## src/rtl/mem_arbiter.sv

```systemverilog
// mem_arbiter: two-port (ins/dat) arbiter onto a single memory bus with ack timeout.
// Define MEM_ARBITER_ROUND_ROBIN_EN for round-robin ties; default is fixed data priority.
module mem_arbiter #(
  parameter int ADDR_WIDTH     = 32,
  parameter int DATA_WIDTH     = 32,
  parameter int TIMEOUT_CYCLES = 255
) (
  input  logic                  mem_arbiter_clock_in,
  input  logic                  mem_arbiter_reset_in,
  input  logic                  ins_req_in,
  input  logic [ADDR_WIDTH-1:0] ins_addr_in,
  output logic                  ins_gnt_out,
  output logic                  ins_rvalid_out,
  output logic [DATA_WIDTH-1:0] ins_rdata_out,
  output logic                  ins_err_out,
  input  logic                  dat_req_in,
  input  logic                  dat_we_in,
  input  logic [ADDR_WIDTH-1:0] dat_addr_in,
  input  logic [DATA_WIDTH-1:0] dat_wdata_in,
  output logic                  dat_gnt_out,
  output logic                  dat_rvalid_out,
  output logic [DATA_WIDTH-1:0] dat_rdata_out,
  output logic                  dat_err_out,
  output logic                  mem_req_out,
  output logic                  mem_we_out,
  output logic [ADDR_WIDTH-1:0] mem_addr_out,
  output logic [DATA_WIDTH-1:0] mem_wdata_out,
  input  logic                  mem_ack_in,
  input  logic [DATA_WIDTH-1:0] mem_rdata_in
);
  typedef enum logic [1:0] {IDLE = 2'd0, BUSY = 2'd1, DONE = 2'd2} state_t;
  state_t                state_q, state_d;
  logic                  dat_q, dat_d;
  logic                  we_q, we_d;
  logic                  err_q, err_d;
  logic [7:0]            cnt_q, cnt_d;
  logic [ADDR_WIDTH-1:0] addr_q, addr_d;
  logic [DATA_WIDTH-1:0] wdata_q, wdata_d;
  logic [DATA_WIDTH-1:0] ins_rdata_q, ins_rdata_d;
  logic [DATA_WIDTH-1:0] dat_rdata_q, dat_rdata_d;
  logic                  pick_dat;
  logic                  any_req;
  assign any_req = ins_req_in | dat_req_in;
`ifdef MEM_ARBITER_ROUND_ROBIN_EN
  // prefer_dat_q low after reset so ins wins the first tie
  logic prefer_dat_q;
  assign pick_dat = dat_req_in & (~ins_req_in | prefer_dat_q);
  always_ff @(posedge mem_arbiter_clock_in or negedge mem_arbiter_reset_in)
    if (!mem_arbiter_reset_in) prefer_dat_q <= 1'b0;
    else if (state_q == IDLE && any_req) prefer_dat_q <= ~pick_dat;
`else
  assign pick_dat = dat_req_in;
`endif
  always_comb begin
    state_d     = state_q;
    dat_d       = dat_q;
    we_d        = we_q;
    err_d       = err_q;
    cnt_d       = cnt_q;
    addr_d      = addr_q;
    wdata_d     = wdata_q;
    ins_rdata_d = ins_rdata_q;
    dat_rdata_d = dat_rdata_q;
    case (state_q)
      IDLE: if (any_req) begin
        state_d = BUSY;
        dat_d   = pick_dat;
        we_d    = pick_dat & dat_we_in;
        addr_d  = pick_dat ? dat_addr_in : ins_addr_in;
        wdata_d = pick_dat ? dat_wdata_in : '0;
        cnt_d   = '0;
        err_d   = 1'b0;
      end
      BUSY: if (mem_ack_in || cnt_q == 8'(TIMEOUT_CYCLES - 1)) begin
        // ack takes precedence over a coincident timeout
        state_d     = DONE;
        err_d       = ~mem_ack_in;
        ins_rdata_d = dat_q ? ins_rdata_q : (mem_ack_in ? mem_rdata_in : '0);
        dat_rdata_d = dat_q ? ((mem_ack_in && !we_q) ? mem_rdata_in : '0) : dat_rdata_q;
      end else cnt_d = cnt_q + 8'd1;
      default: state_d = IDLE;
    endcase
  end
  always_ff @(posedge mem_arbiter_clock_in or negedge mem_arbiter_reset_in)
    if (!mem_arbiter_reset_in) begin
      state_q     <= IDLE;
      dat_q       <= 1'b0;
      we_q        <= 1'b0;
      err_q       <= 1'b0;
      cnt_q       <= '0;
      addr_q      <= '0;
      wdata_q     <= '0;
      ins_rdata_q <= '0;
      dat_rdata_q <= '0;
    end else begin
      state_q     <= state_d;
      dat_q       <= dat_d;
      we_q        <= we_d;
      err_q       <= err_d;
      cnt_q       <= cnt_d;
      addr_q      <= addr_d;
      wdata_q     <= wdata_d;
      ins_rdata_q <= ins_rdata_d;
      dat_rdata_q <= dat_rdata_d;
    end
  logic first_busy, done;
  assign first_busy     = state_q == BUSY && cnt_q == 8'd0;
  assign done           = state_q == DONE;
  assign ins_gnt_out    = first_busy & ~dat_q;
  assign dat_gnt_out    = first_busy & dat_q;
  assign ins_rvalid_out = done & ~dat_q;
  assign dat_rvalid_out = done & dat_q;
  assign ins_err_out    = done & ~dat_q & err_q;
  assign dat_err_out    = done & dat_q & err_q;
  assign ins_rdata_out  = ins_rdata_q;
  assign dat_rdata_out  = dat_rdata_q;
  assign mem_req_out    = state_q == BUSY;
  assign mem_we_out     = we_q;
  assign mem_addr_out   = addr_q;
  assign mem_wdata_out  = wdata_q;
endmodule

```

## config.mk

```make
export PLATFORM = sky130hd
export DESIGN_NAME = mem_arbiter
export DESIGN_NICKNAME = d
export VERILOG_FILES = /design/src/rtl/mem_arbiter.sv
export SDC_FILE = /design/constraint.sdc
export NUM_CORES = 1
export LEC_CHECK = 0
export ABC_CLOCK_PERIOD_IN_PS = 4400
export CORE_MARGIN = 1
export CORE_UTILIZATION = 45
export CTS_BUF_LIST = sky130_fd_sc_hd__clkbuf_4
export CTS_CLUSTER_SIZE = 24
export DETAILED_ROUTE_END_ITERATION = 10
export PLACE_DENSITY = 0.87
export SETUP_SLACK_MARGIN = 0.1
export SLEW_MARGIN = 40
export SYNTH_ARGS = -nofsm -noshare
export SYNTH_HDL_FRONTEND = slang
export SYNTH_SLANG_ARGS = --single-unit
```

## constraint.sdc

```tcl
create_clock -name mem_arbiter_clock_in -period 4.4 [get_ports mem_arbiter_clock_in]
set_input_delay 0.44 -clock mem_arbiter_clock_in [delete_from_list [all_inputs] [get_ports mem_arbiter_clock_in]]
set_output_delay 0.44 -clock mem_arbiter_clock_in [all_outputs]
set_load 0.02 [all_outputs]
```

* After elaboration in Yosys (flattened, before gate mapping)
Index checks and enable logic that the tools add are counted.
Word-level totals: word-level logic and storage cells 52, flip-flop bits (word level) 141, output and inout port bits 136, input bits 134
Cells by class: mux-type cells 13, reduce and logical (&&, ||, !) cells 13, bitwise gates (word level) 10, eq/ne operators 6, add/subtract/negate cells 1
Operator list (count):
- two-way mux 32 bit | 4
- two-way mux 8 bit | 2
- one-hot mux 8 bit (2 select lines) | 1
- AND reduction 3 bit | 4
- adder 8 x 1 -> 8 bit (second input constant) | 1
- equality test 8 bit (second input constant) | 1
- logical NOT 8 bit | 1
- AND 1 bit | 7
- two-way mux 2 bit | 2
- inequality test 2 bit (second input constant) | 2
- one-hot mux 2 bit (2 select lines) | 1
- AND reduction 2 bit | 2
- equality test 2 x 1 -> 1 bit (second input constant) | 1
- equality test 2 bit (second input constant) | 1
- logical AND 1 bit | 2
- logical NOT 2 bit | 1
- two-way mux 1 bit | 2
- inequality test 2 x 1 -> 1 bit (second input constant) | 1
- inverter 1 bit | 2
- one-hot mux 1 bit (2 select lines) | 1
- nonzero test 2 bit | 1
- logical NOT 1 bit | 1
- logical OR 1 bit | 1
- OR 1 bit | 1

* Depth between registers and ports, before layout
word-level depth 4, depth in mapped cells 7, gate-level depth less buffers 6

* Worst setup path before layout
OpenSTA, ideal clock, no wires.
kind register to output, start reg state_q[1], end out dat_gnt_out, slack 2.357 ns, buffers on the path 1, cell stages (with the launch flop) 6, data required time 3.960 ns, arrival time 1.603 ns, cells stage by stage dfrtp_1 -> and2b_2 -> buf_4 -> nand4b_1 -> or4_1 -> nor2_1
On the way: cells in the longest elaborated chain, start to end 3
Ends and longest elaborated chain:
- start, declared | RTL line 32 | state_t state_q, state_d;
- start signal, assigned | RTL line 96 | state_q <= state_d;
- equality test 2 x 1 -> 1 bit
- named net mem_req_out | RTL line 24 | output logic mem_req_out,
- logical AND 1 bit | RTL line 107 | assign first_busy = state_q == BUSY && cnt_q == 8'd0;
- AND 1 bit | RTL line 110 | assign dat_gnt_out = first_busy & dat_q;
- end, declared | RTL line 20 | output logic dat_gnt_out,
The timed path passes the listed nets, and every way through them passes these cells.

* Worst setup path after layout
start reg state_q[1], end out dat_gnt_out
On the way: cells in the longest elaborated chain, start to end 3
Ends and longest elaborated chain (RTL line):
- equality test 2 x 1 -> 1 bit | 107
- logical AND 1 bit | 107
- AND 1 bit | 110
No other way between the ends.

==> impl_metrics.prom <==
# TYPE chip_impl_metric gauge
chip_impl_info{name="outcome",value="completed"} 1
chip_impl_metric{name="period_minus_slack",unit="ns"} 3.183
chip_impl_metric{name="number_of_buffers_between_clock_root_and_the_deepest_sink",unit=""} 2
chip_impl_info{name="synth_top_family_by_area",value="compound AO/OA/AOI/OAI gates"} 1
chip_impl_metric{name="r2r_setup_slack",unit="ns"} 2.13
chip_impl_metric{name="critical_path_depth",unit=""} 5
chip_impl_metric{name="synth-warning-count",unit=""} 0
chip_impl_metric{name="core_area",unit="um^2"} 12110
chip_impl_metric{name="fp.dieH",unit="um"} 114.0
chip_impl_metric{name="number_of_buffer_and_inverter_stages_on_the_critical_path",unit=""} 1
chip_impl_metric{name="crit_path_max_incr_delay",unit="ns"} 0.65
chip_impl_metric{name="antenna_violations_before_repair",unit=""} 1
chip_impl_metric{name="yosys.area.top_type_share",unit=""} 0.6247
chip_impl_info{name="rsz_0062_raised_after_global_routing",value="no"} 1
chip_impl_metric{name="initial_utilization",unit=""} 0.4663
chip_impl_info{name="crit-reg2reg-capture",value="ins_rdata_out[18]$_DFFE_PN0P_"} 1
chip_impl_info{name="worst_path_max_delay_cell",value="sky130_fd_sc_hd__clkdlybuf4s50_1"} 1
chip_impl_info{name="cts-root-buf",value="sky130_fd_sc_hd__clkbuf_4"} 1
chip_impl_metric{name="finalMaxSlewViolations",unit=""} 0
chip_impl_metric{name="synth_adder_area_share",unit=""} 0.006646
chip_impl_metric{name="detail_route.first_pass.iterations",unit=""} 5
chip_impl_metric{name="worst-endpoint-arrival",unit="ns"} 2.74
chip_impl_metric{name="tightest_slew",unit="ns"} 0.7303
chip_impl_info{name="tritoncts_clock_tree",value="done"} 1
chip_impl_metric{name="drc_errors",unit=""} 0
chip_impl_metric{name="non_filler_instance_count_after_layout",unit=""} 882
chip_impl_metric{name="synth_enable_flop_cells",unit=""} 0
chip_impl_metric{name="finalClockSkew",unit="ns"} 0.02961
chip_impl_metric{name="synth.avg_cell_area",unit="um^2"} 12.95
chip_impl_metric{name="clock_insertion_delay_worst_skew",unit="ns"} 0.55
chip_impl_metric{name="clock-sinks",unit=""} 141
chip_impl_metric{name="area_delta_synth_final",unit="%"} 55.72
chip_impl_metric{name="worst_ep_required_time",unit="ns"} 3.96
chip_impl_info{name="worstReg2RegStart",value="cnt_q[0]$_DFFE_PN0P_"} 1
chip_impl_metric{name="path_max_fanout",unit=""} 12
chip_impl_metric{name="timing_hold_violations_final",unit=""} 0
chip_impl_metric{name="synth_seq_cells",unit=""} 141
chip_impl_metric{name="synth.area.mux_share",unit=""} 0.06026
chip_impl_metric{name="drt-vias-per-instance",unit=""} 5.316
chip_impl_metric{name="max_clock_freq",unit="MHz"} 314.1
chip_impl_metric{name="ant_nets",unit=""} 0
chip_impl_info{name="worst-setup-path-type",value="register to output pin"} 1
chip_impl_info{name="crit_path_start",value="state_q[1]$_DFFE_PN0P_"} 1
chip_impl_metric{name="worst_setup_hold_path_clk_slew",unit="ns"} 0.13
chip_impl_metric{name="setup_total_negative_slack",unit="ns"} 0
chip_impl_metric{name="io-pin-count",unit=""} 270
chip_impl_metric{name="placement.cell_area",unit="um^2"} 8451
chip_impl_metric{name="global_route_wire_length_before_repair",unit="um"} 25310
chip_impl_info{name="crit_path_cell_trace",value="and2b_2 > nand4b_1 > or4_1 > nor2_1 > clkdlybuf4s50_1"} 1
chip_impl_metric{name="grt_start_max_net_pins",unit=""} 109
chip_impl_metric{name="vias_in_the_first_global_route",unit=""} 4814
chip_impl_metric{name="row_count",unit=""} 40
chip_impl_metric{name="cap_violations",unit=""} 0
chip_impl_metric{name="post-route-cell-area",unit="um^2"} 8795
chip_impl_metric{name="nets",unit=""} 837
chip_impl_metric{name="post-layout-total-power",unit="mW"} 6.264
chip_impl_metric{name="cellPowerDensity",unit="nW/um^2"} 712.2
chip_impl_metric{name="fp.dieW",unit="um"} 114.0
chip_impl_info{name="yosys-top-cells-area",value="sky130_fd_sc_hd__dfrtp_1 62%, sky130_fd_sc_hd__a22o_1 15%, sky130_fd_sc_hd__mux2i_1 6.0%"} 1
chip_impl_info{name="synth.top_cells.by_count",value="141 x sky130_fd_sc_hd__dfrtp_1, 97 x sky130_fd_sc_hd__a22o_1, 45 x sky130_fd_sc_hd__nand2_1"} 1
chip_impl_info{name="crit_family",value="simple AND/OR/NAND/NOR gates"} 1
chip_impl_info{name="yosysTopAreaCell",value="sky130_fd_sc_hd__dfrtp_1"} 1
chip_impl_metric{name="gpl.final_weighted_congestion",unit=""} 0.8001
chip_impl_metric{name="cell_count_post_placement",unit=""} 847
chip_impl_info{name="class_of_the_tightest_hold_or_removal_check",value="primary input to async pin"} 1
chip_impl_metric{name="power_leakage",unit="nW"} 3.908
chip_impl_info{name="worst_setup_path_start_kind",value="register"} 1
chip_impl_metric{name="n_fill_cell",unit=""} 839
chip_impl_metric{name="multiInputGateArea",unit="um^2"} 1931
chip_impl_metric{name="tritoncts.num_buffers",unit=""} 17
chip_impl_metric{name="postRouteWirelength",unit="um"} 16200
chip_impl_metric{name="ys_async_sr_fraction",unit=""} 1.000
chip_impl_metric{name="timing.reg2reg.worst_path_depth",unit=""} 6
chip_impl_info{name="cell_with_the_most_instances_after_synthesis",value="sky130_fd_sc_hd__dfrtp_1"} 1
chip_impl_metric{name="mappedNetlistNets",unit=""} 573
chip_impl_metric{name="synth_cell_types",unit=""} 35
chip_impl_metric{name="yosysSeqAreaShare",unit=""} 0.6247
chip_impl_info{name="synthFlopType",value="sky130_fd_sc_hd__dfrtp_1"} 1
chip_impl_metric{name="cts_htree_levels",unit=""} 4
chip_impl_metric{name="mappedNetlistArea",unit="um^2"} 5648
chip_impl_metric{name="globalRouteOverflowTotal",unit=""} 0
chip_impl_metric{name="postSynthCellCount",unit=""} 436
chip_impl_metric{name="synthXorXnorAreaFrac",unit=""} 0
chip_impl_metric{name="post-route-period-util",unit=""} 0.7235
chip_impl_metric{name="io_buffer_count",unit=""} 269
chip_impl_metric{name="drt-initial-drc-count",unit=""} 363
chip_impl_metric{name="finalSetupViolCount",unit=""} 0
chip_impl_metric{name="worst_ir_drop_vdd",unit="uV"} 338.1
chip_impl_metric{name="synth_simple_gate_area_frac",unit=""} 0.06668
chip_impl_info{name="end_kind",value="output pin"} 1
chip_impl_metric{name="postCtsSetupRepairBufs",unit=""} 0
chip_impl_metric{name="synth_compound_area_frac",unit=""} 0.2045
chip_impl_metric{name="grt_use_total",unit=""} 0.2549
chip_impl_metric{name="detailed_place_hpwl",unit="um"} 11770
chip_impl_metric{name="avgRoutedWirePerCell",unit="um"} 18.37
chip_impl_metric{name="die_footprint",unit="um^2"} 13000
chip_impl_metric{name="vias",unit=""} 4689
chip_impl_metric{name="post_route_cells_drive_above_1_share",unit=""} 0.07574
chip_impl_metric{name="sequential_cell_area",unit="um^2"} 3528
chip_impl_metric{name="holdWs",unit="ns"} 0.3403
chip_impl_metric{name="timing.max_slew.rel_slack",unit=""} 0.5125
[worst register-to-register path, cell delays in order (launching register included)]
cell and delay [ns]:
sky130_fd_sc_hd__dfrtp_1 0.45, sky130_fd_sc_hd__inv_1 0.10, sky130_fd_sc_hd__ha_1 0.19, sky130_fd_sc_hd__nand3_1 0.18, sky130_fd_sc_hd__o21bai_4 0.23, sky130_fd_sc_hd__nand3_2 0.59, sky130_fd_sc_hd__a22o_1 0.43
[what timing repair did]
item / CTS / global route
hold buffers: 1 / 0
resized for setup: 0 / 0
hold endpoints to repair: 107 / 0
[registers in the layout, summed over array words and instances, names as in the netlist]
signal / flops
dat_rdata_out: 32
err_q: 1
mem_wdata_out: 32
ins_rdata_out: 32
mem_we_out: 1
cnt_q: 8
state_q: 2
mem_addr_out: 32
dat_q: 1
[per-stage QoR]
stage,setup WS (ns),util
final,1.217,0.7261
after global routing,1.156,0.7261
after CTS,1.219,0.7237
after detailed placement,1.880,0.6977
after global placement,1.767,0.6931
after floorplan,2.357,-
[per-layer routing]
metal / wire [um] / vias up / global-route usage / part of all wire
met5: 0 / - / 0 / 0
met4: 447 / 0 / 0.1056 / 0.028
met3: 1526 / 32 / 0.08130 / 0.094
met2: 7939 / 270 / 0.4335 / 0.49
met1: 6289 / 2245 / 0.2981 / 0.39
li1: - / 2142 / - / -
[cell usage in the layout, fill, tap and decap left out, types with 6 or more instances in the layout]
cell type | Yosys | routed
sky130_fd_sc_hd__nand2_1 | 45 | 45
sky130_fd_sc_hd__o21ai_0 | 34 | 34
sky130_fd_sc_hd__mux2i_1 | 34 | 34
sky130_fd_sc_hd__dfrtp_1 | 141 | 141
sky130_fd_sc_hd__clkdlybuf4s50_1 | 0 | 267
sky130_fd_sc_hd__nor2_1 | 7 | 6
sky130_fd_sc_hd__a31oi_1 | 6 | 6
sky130_fd_sc_hd__nand3_1 | 6 | 6
sky130_fd_sc_hd__inv_6 | 0 | 6
sky130_fd_sc_hd__a22o_1 | 97 | 97
sky130_fd_sc_hd__clkbuf_4 | 0 | 17
[layout make-up]
class / count / area share
flip-flops and latches: 141 / 0.4012
repair buffers: 278 / 0.3188
multi-input cells: 258 / 0.2195
well taps: 168 / 0.02390
clock inverters: 15 / 0.02006
clock buffers: 17 / 0.01451
inverters: 4 / 0.001707
diodes: 1 / 0.0002845
[where the power goes]
part	internal, mW	switching, mW
Clock	0.358	0.527
Sequential	1.87	0.374
Combinational	1.54	1.60
[worst max-delay path by stage]
| stage | slack [ns] | endpoint |
|---|---|---|
| 2_1_floorplan | 2.36 | dat_gnt_out |
| 3_3_place_gp | 1.77 | mem_addr_out[4]$_DFFE_PN0P_ |
| 3_5_place_dp | 1.88 | dat_gnt_out |
| 4_1_cts | 1.22 | dat_gnt_out |
| 5_1_grt | 1.16 | dat_gnt_out |
| 6_report | 1.22 | dat_gnt_out |
[kinds of logic after synthesis]
group | count (synthesis)
compound gates | 146
fa+ha+maj | 3
buf+inv | 37
flops | 141
mux | 34
simple gates | 75
Note: power is estimated with default switching activity, not from simulation.
==> patch (config.mk and constraints unchanged) <==
Change the parameter `ADDR_WIDTH` from 32 to 64.
--- a/src/rtl/mem_arbiter.sv
+++ b/src/rtl/mem_arbiter.sv
@@ -2,5 +2,5 @@
 // Define MEM_ARBITER_ROUND_ROBIN_EN for round-robin ties; default is fixed data priority.
 module mem_arbiter #(
-  parameter int ADDR_WIDTH     = 32,
+  parameter int ADDR_WIDTH     = 64,
   parameter int DATA_WIDTH     = 32,
   parameter int TIMEOUT_CYCLES = 255
Ports: changed (resized dat_addr_in, ins_addr_in and mem_addr_out); port bits go from 270 to 366. The function was not compared with the original's and may differ.
==> patch against the unedited design <==
- routed wire length grew 28%
- setup slack gained 0.38 ns
- cell area grew 27%
- non-clock buffer count grew 95
- clock power shrank 5.8%
- total power grew 20%
- synthesized area grew 25%
- final cell count grew 30%
- combinational power grew 25%
- sequential cell count grew 32
==> patch: results (changes against the unedited design) <==
The number of antenna diodes is 0 (-1). The cell area after placement was 10,900 um^2 (+29%). The routed length per placed instance is 18.1 um (-1.3%).

The post-route worst setup slack is 1.59 ns (+0.376 ns). The mean number of vias per cell came out at 5.22 (-1.8%). The setup slack after placement is 2.09 ns (+0.215 ns). The number of nets at the end of the flow was 1,124 (+34%).

The count of input and output buffers was 365 (+36%). The reg-to-reg setup timing slack came out at 2.20 ns (+0.07 ns). The proportion of synthesized area in mux cells is 9.32% (+3.3 points). The wire length of the first global-routing pass came to 32,100 um (+27%). The detailed-routed wire length on met2 is 10,800 um (+35%). The leakage power is 4.94 nW (+26%). The routing usage on met3 came out at 7.04% (-1.1 points). The peak supply drop came out at 0.385 mV (+14%). The adder and majority gate portion of the synthesized area came out at 0.530% (-0.13 points). The share of layout cells above drive strength 1 is 5.98% (-1.6 points). The commonest cells after synthesis are 173 x dfrtp_1, 94 x a22o_1, 74 x nand2_1, 66 x mux2i_1, 58 x o21ai_0. The design internal power came out at 4.48 mW (+19%). The slew at the pin closest to its max-slew limit came out at 0.716 ns (-0.0141 ns).

The path class of the tightest hold or removal check is in -> reg. The via count of the first global-routing pass came to 5,798 (+20%). The routed wire length on met3 is 1650 um (+8.4%). The unique cell type count in the Yosys netlist is 41 (+17%). The number of antenna violations at the first check in global routing came out at 0 (-1). The final clock skew came out at 0.0201 ns (-0.00951 ns). The synthesized netlist net count is 775 (+35%). The compound-gate portion of the synthesized area is 18.6% (-1.9 points). The share of the yosys chip area belonging to registers came out at 61.1% (-1.4 points). The sequential power came out at 2.74 mW (+22%). The run finished with clean final reports. In this design, the largest share of critical-path delay is due to buffers and inverters. The fraction of met2 tracks used by global routing came out at 45.1% (+1.7 points). By area the synthesized netlist is led by dfrtp_1 61%, a22o_1 12%, mux2i_1 9.3%. The met1 usage in global routing came out at 31.6% (+1.8 points). The starting DRC count in detailed routing was 316 (-13%).

The peak fanout along the critical path is 6 (-6). The half-perimeter wire length after detailed placement came out at 15,600 um (+33%). The clock network fraction of design power is 11.1% (-3.0 points). The wire length on met1 is 7970 um (+27%).
==> patch: cell count changes after synthesis, sizes merged, moves of 5 or more <==
cell    delta
o21ai     +33
dfrtp     +32
mux2i     +32
nand2     +29
buf        +5
clkbuf     +5
==> patch: final timing paths <==
kind / cells past startpoint / end
worst max-delay path: 6 / dat_gnt_out
worst min-delay path: 2 / mem_wdata_out[11]
worst max register to register: 6 / ins_rdata_out[12]
worst min register to register: 2 / mem_addr_out[50]
max in group asynchronous: 3 / dat_rdata_out[24]
min in group asynchronous: 2 / ins_rdata_out[30]
==> patch: area by class of cell <==
type / count / area (um^2)
fill: 1068 / 4120
multi-input combinational: 354 / 2520
timing repair buffer: 373 / 3750
clock inverter: 14 / 120
sequential: 173 / 4330
inverter: 4 / 15.0
clock buffer: 18 / 135
tap: 211 / 264
==> patch: worst reg2reg max path: stages (launching register included) <==
cell and delay, ns:
dfrtp_1 0.45, inv_1 0.11, ha_1 0.18, nand3_1 0.15
o21bai_4 0.21, nand3_2 0.57, a22o_1 0.42
